File: src/rtl/div_job_sequencer_pkg.sv
// ============================================================================
// Module : div_seq_pkg
// Brief  : Shared types for the divider job sequencer (states, job, result).
// Rev    : 1.0  initial release
// ============================================================================
`default_nettype none

package div_seq_pkg;

    localparam int DATA_W = 8;

    typedef enum logic [2:0] {
        IDLE  = 3'd0,
        REARM = 3'd1,
        REQ   = 3'd2,
        WAIT  = 3'd3,
        OUT   = 3'd4
    } state_t;

    typedef struct packed {
        logic [DATA_W-1:0] dividend;
        logic [DATA_W-1:0] divisor;
    } job_t;

    typedef struct packed {
        logic [DATA_W-1:0] quotient;
        logic [DATA_W-1:0] remainder;
        logic              err;
    } result_t;

endpackage

`default_nettype wire

File: src/rtl/div_job_sequencer_if.sv
// ============================================================================
// Module : div_job_sequencer_if
// Brief  : Job input stream, divider handshake and result output stream.
// Rev    : 1.0  initial release
// ============================================================================
`default_nettype none

interface div_job_sequencer_if;
    import div_seq_pkg::*;

    logic                in_valid;
    logic                in_ready;
    logic [DATA_W-1:0]   in_dividend;
    logic [DATA_W-1:0]   in_divisor;
    logic                div_rst_n;
    logic                div_req;
    logic [2*DATA_W-1:0] div_values;
    logic                div_ack;
    logic [2*DATA_W-1:0] div_result;
    logic                out_valid;
    logic                out_ready;
    logic [DATA_W-1:0]   out_quotient;
    logic [DATA_W-1:0]   out_remainder;
    logic                out_err;

    modport master (
        input  in_valid, in_dividend, in_divisor, div_ack, div_result, out_ready,
        output in_ready, div_rst_n, div_req, div_values,
               out_valid, out_quotient, out_remainder, out_err
    );

    modport slave (
        output in_valid, in_dividend, in_divisor, div_ack, div_result, out_ready,
        input  in_ready, div_rst_n, div_req, div_values,
               out_valid, out_quotient, out_remainder, out_err
    );

endinterface

`default_nettype wire

File: src/rtl/div_job_sequencer_fifo.sv
// ============================================================================
// Module : div_job_fifo
// Brief  : Synchronous job FIFO, DEPTH x WIDTH, first-word fall-through read.
// Rev    : 1.0  initial release
// ============================================================================
`default_nettype none

module div_job_fifo #(
    parameter int DEPTH = 4,
    parameter int WIDTH = 16
) (
    input  wire logic             clk,
    input  wire logic             reset,
    input  wire logic             i_push,
    input  wire logic [WIDTH-1:0] i_data,
    input  wire logic             i_pop,
    output logic      [WIDTH-1:0] o_data,
    output logic                  o_full,
    output logic                  o_empty
);

    localparam int AW = $clog2(DEPTH);

    logic [WIDTH-1:0] r_mem [DEPTH];
    logic [AW-1:0]    r_wr;
    logic [AW-1:0]    r_rd;
    logic [AW:0]      r_cnt;
    logic             w_push;
    logic             w_pop;

    assign o_full  = (r_cnt == (AW+1)'(DEPTH));
    assign o_empty = (r_cnt == '0);
    assign o_data  = r_mem[r_rd];
    // A push into a full FIFO is legal only when the head leaves in the same cycle.
    assign w_push  = i_push && (!o_full || i_pop);
    assign w_pop   = i_pop && !o_empty;

    always_ff @(posedge clk) begin
        if (w_push) begin
            r_mem[r_wr] <= i_data;
        end
    end

    always_ff @(posedge clk) begin
        if (reset) begin
            r_wr  <= '0;
            r_rd  <= '0;
            r_cnt <= '0;
        end else begin
            if (w_push) r_wr <= r_wr + 1'b1;
            if (w_pop)  r_rd <= r_rd + 1'b1;
            case ({w_push, w_pop})
                2'b10:   r_cnt <= r_cnt + 1'b1;
                2'b01:   r_cnt <= r_cnt - 1'b1;
                default: r_cnt <= r_cnt;
            endcase
        end
    end

endmodule

`default_nettype wire

File: src/rtl/div_job_sequencer.sv
// ============================================================================
// Module : div_job_sequencer
// Brief  : Buffers divide jobs, re-arms and drives the divider per job,
//          times out hung transactions. Option: DIV_ZERO_CHECK_EN.
// Rev    : 1.0  initial release
// ============================================================================
`default_nettype none

module div_job_sequencer
    import div_seq_pkg::*;
#(
    parameter int FIFO_DEPTH  = 4,
    parameter int TIMEOUT_CYC = 63
) (
    input  wire logic             clk,
    input  wire logic             reset,
    div_job_sequencer_if.master   bus
);

    localparam int CNT_W = $clog2(TIMEOUT_CYC + 1);

    state_t             r_state;
    state_t             w_next;
    job_t               r_job;
    job_t               w_head;
    result_t            r_res;
    logic [CNT_W-1:0]   r_cnt;
    logic               w_full;
    logic               w_empty;
    logic               w_push;
    logic               w_pop;
    logic               w_timeout;
    logic               w_dz;
    logic               w_rst_n;
    logic               w_req;
    logic [2*DATA_W-1:0] w_values;

    assign bus.in_ready = !reset && !w_full;
    assign w_push       = bus.in_valid && bus.in_ready;

    div_job_fifo #(
        .DEPTH (FIFO_DEPTH),
        .WIDTH (2*DATA_W)
    ) u_fifo (
        .clk     (clk),
        .reset   (reset),
        .i_push  (w_push),
        .i_data  ({bus.in_dividend, bus.in_divisor}),
        .i_pop   (w_pop),
        .o_data  (w_head),
        .o_full  (w_full),
        .o_empty (w_empty)
    );

`ifdef DIV_ZERO_CHECK_EN
    assign w_dz = (w_head.divisor == '0);
`else
    assign w_dz = 1'b0;
`endif

    assign w_timeout = (r_state == WAIT) && !bus.div_ack && (r_cnt == CNT_W'(TIMEOUT_CYC));

    always_ff @(posedge clk) begin
        if (reset) r_state <= IDLE;
        else       r_state <= w_next;
    end

    always_comb begin
        w_next   = r_state;
        w_pop    = 1'b0;
        w_rst_n  = 1'b1;
        w_req    = 1'b0;
        w_values = '0;
        case (r_state)
            IDLE: begin
                if (!w_empty) begin
                    w_pop  = 1'b1;
                    w_next = w_dz ? OUT : REARM;
                end
            end
            REARM: begin
                w_rst_n  = 1'b0;
                w_values = r_job;
                w_next   = REQ;
            end
            REQ: begin
                w_req    = 1'b1;
                w_values = r_job;
                w_next   = WAIT;
            end
            WAIT: begin
                // Divider samples operands a cycle after req, so keep them driven.
                w_values = r_job;
                if (bus.div_ack) begin
                    w_next = OUT;
                end else if (w_timeout) begin
                    w_rst_n = 1'b0;
                    w_next  = OUT;
                end
            end
            OUT: begin
                if (bus.out_ready) w_next = IDLE;
            end
            default: w_next = IDLE;
        endcase
    end

    always_ff @(posedge clk) begin
        if (reset) begin
            r_job <= '0;
            r_cnt <= '0;
            r_res <= '0;
        end else begin
            case (r_state)
                IDLE: begin
                    if (!w_empty) begin
                        r_job <= w_head;
                        if (w_dz) r_res <= '{quotient: 8'hFF, remainder: w_head.dividend, err: 1'b1};
                    end
                end
                REQ: r_cnt <= '0;
                WAIT: begin
                    if (bus.div_ack)
                        r_res <= '{quotient: bus.div_result[7:0],
                                   remainder: bus.div_result[15:8], err: 1'b0};
                    else if (w_timeout)
                        r_res <= '{quotient: '0, remainder: '0, err: 1'b1};
                    else
                        r_cnt <= r_cnt + 1'b1;
                end
                default: ;
            endcase
        end
    end

    assign bus.div_rst_n     = w_rst_n && !reset;
    assign bus.div_req       = w_req;
    assign bus.div_values    = w_values;
    assign bus.out_valid     = (r_state == OUT);
    assign bus.out_quotient  = r_res.quotient;
    assign bus.out_remainder = r_res.remainder;
    assign bus.out_err       = r_res.err;

endmodule

`default_nettype wire

File: src/flat_wrapper.sv
// flat-port wrapper written by rule: the top's interface ports become plain ports
module div_job_sequencer_flat import div_seq_pkg::*;
#(
    parameter int FIFO_DEPTH  = 4,
    parameter int TIMEOUT_CYC = 63
)
  (clk, reset, bus_in_valid, bus_in_dividend, bus_in_divisor, bus_div_ack, bus_div_result, bus_out_ready, bus_in_ready, bus_div_rst_n, bus_div_req, bus_div_values, bus_out_valid, bus_out_quotient, bus_out_remainder, bus_out_err);
  div_job_sequencer_if bus_i ();
  input  wire logic clk;
  input  wire logic reset;
  input wire logic [$bits(bus_i.in_valid)-1:0] bus_in_valid;
  input wire logic [$bits(bus_i.in_dividend)-1:0] bus_in_dividend;
  input wire logic [$bits(bus_i.in_divisor)-1:0] bus_in_divisor;
  input wire logic [$bits(bus_i.div_ack)-1:0] bus_div_ack;
  input wire logic [$bits(bus_i.div_result)-1:0] bus_div_result;
  input wire logic [$bits(bus_i.out_ready)-1:0] bus_out_ready;
  output wire logic [$bits(bus_i.in_ready)-1:0] bus_in_ready;
  output wire logic [$bits(bus_i.div_rst_n)-1:0] bus_div_rst_n;
  output wire logic [$bits(bus_i.div_req)-1:0] bus_div_req;
  output wire logic [$bits(bus_i.div_values)-1:0] bus_div_values;
  output wire logic [$bits(bus_i.out_valid)-1:0] bus_out_valid;
  output wire logic [$bits(bus_i.out_quotient)-1:0] bus_out_quotient;
  output wire logic [$bits(bus_i.out_remainder)-1:0] bus_out_remainder;
  output wire logic [$bits(bus_i.out_err)-1:0] bus_out_err;
  assign bus_i.in_valid = bus_in_valid;
  assign bus_i.in_dividend = bus_in_dividend;
  assign bus_i.in_divisor = bus_in_divisor;
  assign bus_i.div_ack = bus_div_ack;
  assign bus_i.div_result = bus_div_result;
  assign bus_i.out_ready = bus_out_ready;
  assign bus_in_ready = bus_i.in_ready;
  assign bus_div_rst_n = bus_i.div_rst_n;
  assign bus_div_req = bus_i.div_req;
  assign bus_div_values = bus_i.div_values;
  assign bus_out_valid = bus_i.out_valid;
  assign bus_out_quotient = bus_i.out_quotient;
  assign bus_out_remainder = bus_i.out_remainder;
  assign bus_out_err = bus_i.out_err;
  div_job_sequencer #(.FIFO_DEPTH(FIFO_DEPTH), .TIMEOUT_CYC(TIMEOUT_CYC)) u_core (.clk(clk), .reset(reset), .bus(bus_i));
endmodule
File: config.mk
export PLATFORM = sky130hd
export DESIGN_NAME = div_job_sequencer_flat
export DESIGN_NICKNAME = d
export VERILOG_FILES = /design/src/rtl/div_job_sequencer_pkg.sv /design/src/rtl/div_job_sequencer_if.sv /design/src/rtl/div_job_sequencer_fifo.sv /design/src/rtl/div_job_sequencer.sv /design/src/flat_wrapper.sv
export SDC_FILE = /design/constraint.sdc
export NUM_CORES = 1
export LEC_CHECK = 0
export CAP_MARGIN = 20
export CORE_ASPECT_RATIO = 0.9
export CORE_MARGIN = 2
export CORE_UTILIZATION = 48
export CTS_CLUSTER_DIAMETER = 200
export CTS_CLUSTER_SIZE = 10
export DETAILED_ROUTE_END_ITERATION = 6
export MAX_ROUTING_LAYER = met4
export PLACE_DENSITY = 0.81
export SLEW_MARGIN = 20
export SYNTH_ARGS = -nofsm -noshare
export SYNTH_HDL_FRONTEND = slang
export SYNTH_SLANG_ARGS = --single-unit
File: constraint.sdc
create_clock -name clk -period 2.6 [get_ports clk]
set_input_delay 0.39 -clock clk [delete_from_list [all_inputs] [get_ports clk]]
set_output_delay 0.39 -clock clk [all_outputs]
set_load 0.05 [all_outputs]
==> qor.csv <==
metric,value,unit
run status,completed,
Finished Layout Cells,577,
max-cap violations,0,
"Area growth, synth to finish",35.8,%
largest cells by area after synthesis,"edfxtp_1 43%, dfxtp_1 22%, mux4_2 8.0%",
first-pass GRT wire length,14700,µm
Iter 0 DRT Violations,164,
Num CTS Buffers,17,
end of the worst register-to-register path,u_core.u_fifo.r_cnt[2],
RSZ-0062 raised after global routing,false,
via count,3073,
clock buffer depth,2,
worst-margin pin slew,0.815,ns
Post-Route WL,9200,µm
gr usage total,19.9,%
Antenna Nets Post-Route,0,
WL/cell,15.9,µm
Rel. slew slack,45.6,%
Worst path slowest cell,clkdlybuf4s50_1,
Die Wd,106,µm
Inst Count DP,545,
io pins,74,
endpoints failing hold,0,
CP endpoint kind,output pin,
reg2reg path depth,9,
Fin Clk Skew,0.0112,ns
PortBufs,73,
TritonCTS clock tree,done,
peak fanout along the critical path,7,
pwr dens,989,mW/mm²
post-synthesis sequential element count,113,
# DRC,0,
"Cell Area, Synth",0.00451,mm²
Die Span Y,95.9,µm
"Largest stage delay, worst path",0.82,ns
Synth cell types,42,
Worst-path clk slew,0.05,ns
GRT overflow,0,
Hold Crit Class,in2reg,
largest net degree at the start of global routing,50,
antenna violations before repair,0,
Peak supply drop,646,µV
Avg Vias per Cell,5.33,
ant diodes,0,
"Min Clock Period, post-route",2.45,ns
Syn. warnings,0,
min-delay src,reset,
"EDFF count, synth",64,
Clock Latency Late Sink,0.51,ns
CTS Root Buffer Type,clkbuf_8,
crit start category,flip-flop,
Critical Path AT,2.06,ns
"commonest cells after routing, fill and taps aside","64 x edfxtp_1, 57 x nand2_1, 54 x clkdlybuf4s50_1",
"Power, Total",0.00606,W
"Net count, final",486,
Final Max Slew Viols,0,
Post-Route Setup TNS,0,ns
CP Data Required Time,2.21,ns
Hold Path Cell Cnt,5,
"Setup Fix Bufs, Post-CTS",0,
async set-or-reset flop fraction in the synthesized netlist,0,%
Pleak,2.14,nW
flop-to-flop setup slack,0.23,ns
Placed Area,0.00550,mm²
cts hold-fix bufs,0,
vias in the first global route,3044,
post-synthesis net count,405,
mean post-synth cell area,12.5,µm²
CTS sink cnt,113,
register area share after synthesis,64.4,%
RR Startpoint,u_core.u_fifo.r_cnt[1],
CP cell instances,"buf_4, nand2b_1, nor2_1, clkdlybuf4s50_1",
design area,0.00612,mm²
Tcrit/Tclk final,94.1,%
top_reg_cell synth,edfxtp_1,
post-CTS sizing,0,
core area,0.00913,mm²
drt first pass iters,4,
# rows,33,
Die ar.,0.0102,mm²
H-tree depth,4,
Placer Congestion,0.824,
Synth area leader,edfxtp_1,
Hold Crit Endpoint,u_core.u_fifo.r_wr[1],
Max Clock Freq,409,MHz
Detail Placement HPWL,5950,µm
layout cell share with drive strength beyond 1,18.0,%
Synth top area share,42.6,%
Post-Synthesis Cells,361,
critical path type,reg2out,
"most common cell after layout, fill and taps aside",edfxtp_1,
Starting Density,49.4,%
Setup Viol. Count Final,0,
layer usage:
| layer | vias to the layer above | GRT usage, % | wire [µm] |
|---|---|---|---|
| met2 | 107 | 34.2 | 4710 |
| met5 | - | - | 0 |
| met4 | 0 | 8.22 | 159 |
| met3 | 13 | 6.09 | 560 |
| met1 | 1489 | 21.9 | 3770 |
| li1 | 1464 | - | - |
cells in the mapped netlist, types with 2 or more instances:
cell	number
a21oi_1	41
and2_1	17
and2_2	4
buf_2	4
buf_4	5
buf_6	2
clkbuf_1	11
dfxtp_1	49
edfxtp_1	64
ha_1	6
inv_1	11
mux4_2	16
nand2_1	57
nand3_1	4
nor2_1	15
nor3_1	5
nor4_1	2
o21ai_0	20
o31ai_1	3
xnor2_1	2
xor2_1	2
area by class of cell:
cell class                      instances  area (µm²)
Fill cell                             638        3000
Sequential cell                       113        2900
Multi-Input combinational cell        214        1440
Timing Repair Buffer                   84         968
Clock buffer                           21         460
Tap cell                              122         153
Clock inverter                         11         151
Inverter                               12        46.3
registers in the layout, indices dropped and copies added (netlist names):
name and count:
u_core.bus.out_err 1, u_core.bus.out_quotient 8, u_core.bus.out_remainder 8, u_core.r_cnt 6, u_core.r_job 16, u_core.r_state 3, u_core.u_fifo.r_cnt 3, u_core.u_fifo.r_mem 64
u_core.u_fifo.r_rd 2, u_core.u_fifo.r_wr 2
per-stage QoR:
stage	util, %	setup slack, ns	hold WS (ns)
after floorplan	-	0.168	0.432
after global placement	60.3	0.349	0.442
after detailed placement	60.3	0.212	0.445
after CTS	67.0	0.00216	0.365
after global routing	67.1	0.0102	0.399
final	67.1	0.154	0.390
kinds of logic after synthesis:
family | count (synthesis) | share of synthesized area [%]
simple gates | 113 | 11.8
compound gates | 73 | 9.00
mux | 17 | 8.22
fa+ha+maj | 7 | 2.11
flops | 113 | 64.4
xor+xnor | 4 | 0.777
buf+inv | 34 | 3.72
worst max path at each step:
stage                      startpoint                endpoint  depth (start not counted)
global route          u_core.r_cnt[0]           bus_div_rst_n                          6
global placement         bus_in_valid  u_core.u_fifo.r_cnt[2]                         10
detailed placement       bus_in_valid  u_core.u_fifo.r_cnt[2]                         10
finish              u_core.r_state[2]             bus_div_req                          4
floorplan           u_core.r_state[1]  u_core.u_fifo.r_cnt[2]                         11
CTS                 u_core.r_state[0]       bus_div_values[5]                          5
critical path, delay by kind of cell (launching register included):
kind,cells,cell delay (ns)
buffers and inverters,2,0.98
flip-flops,1,0.32
AND/OR/NAND/NOR,2,0.26
power by group:
group	total [W]	internal, W	switching, W
registers	0.00222	0.00211	0.000112
clock network	0.00234	0.00155	0.000796
logic	0.00150	0.000630	0.000865
Power figures use the tool's default switching activity.
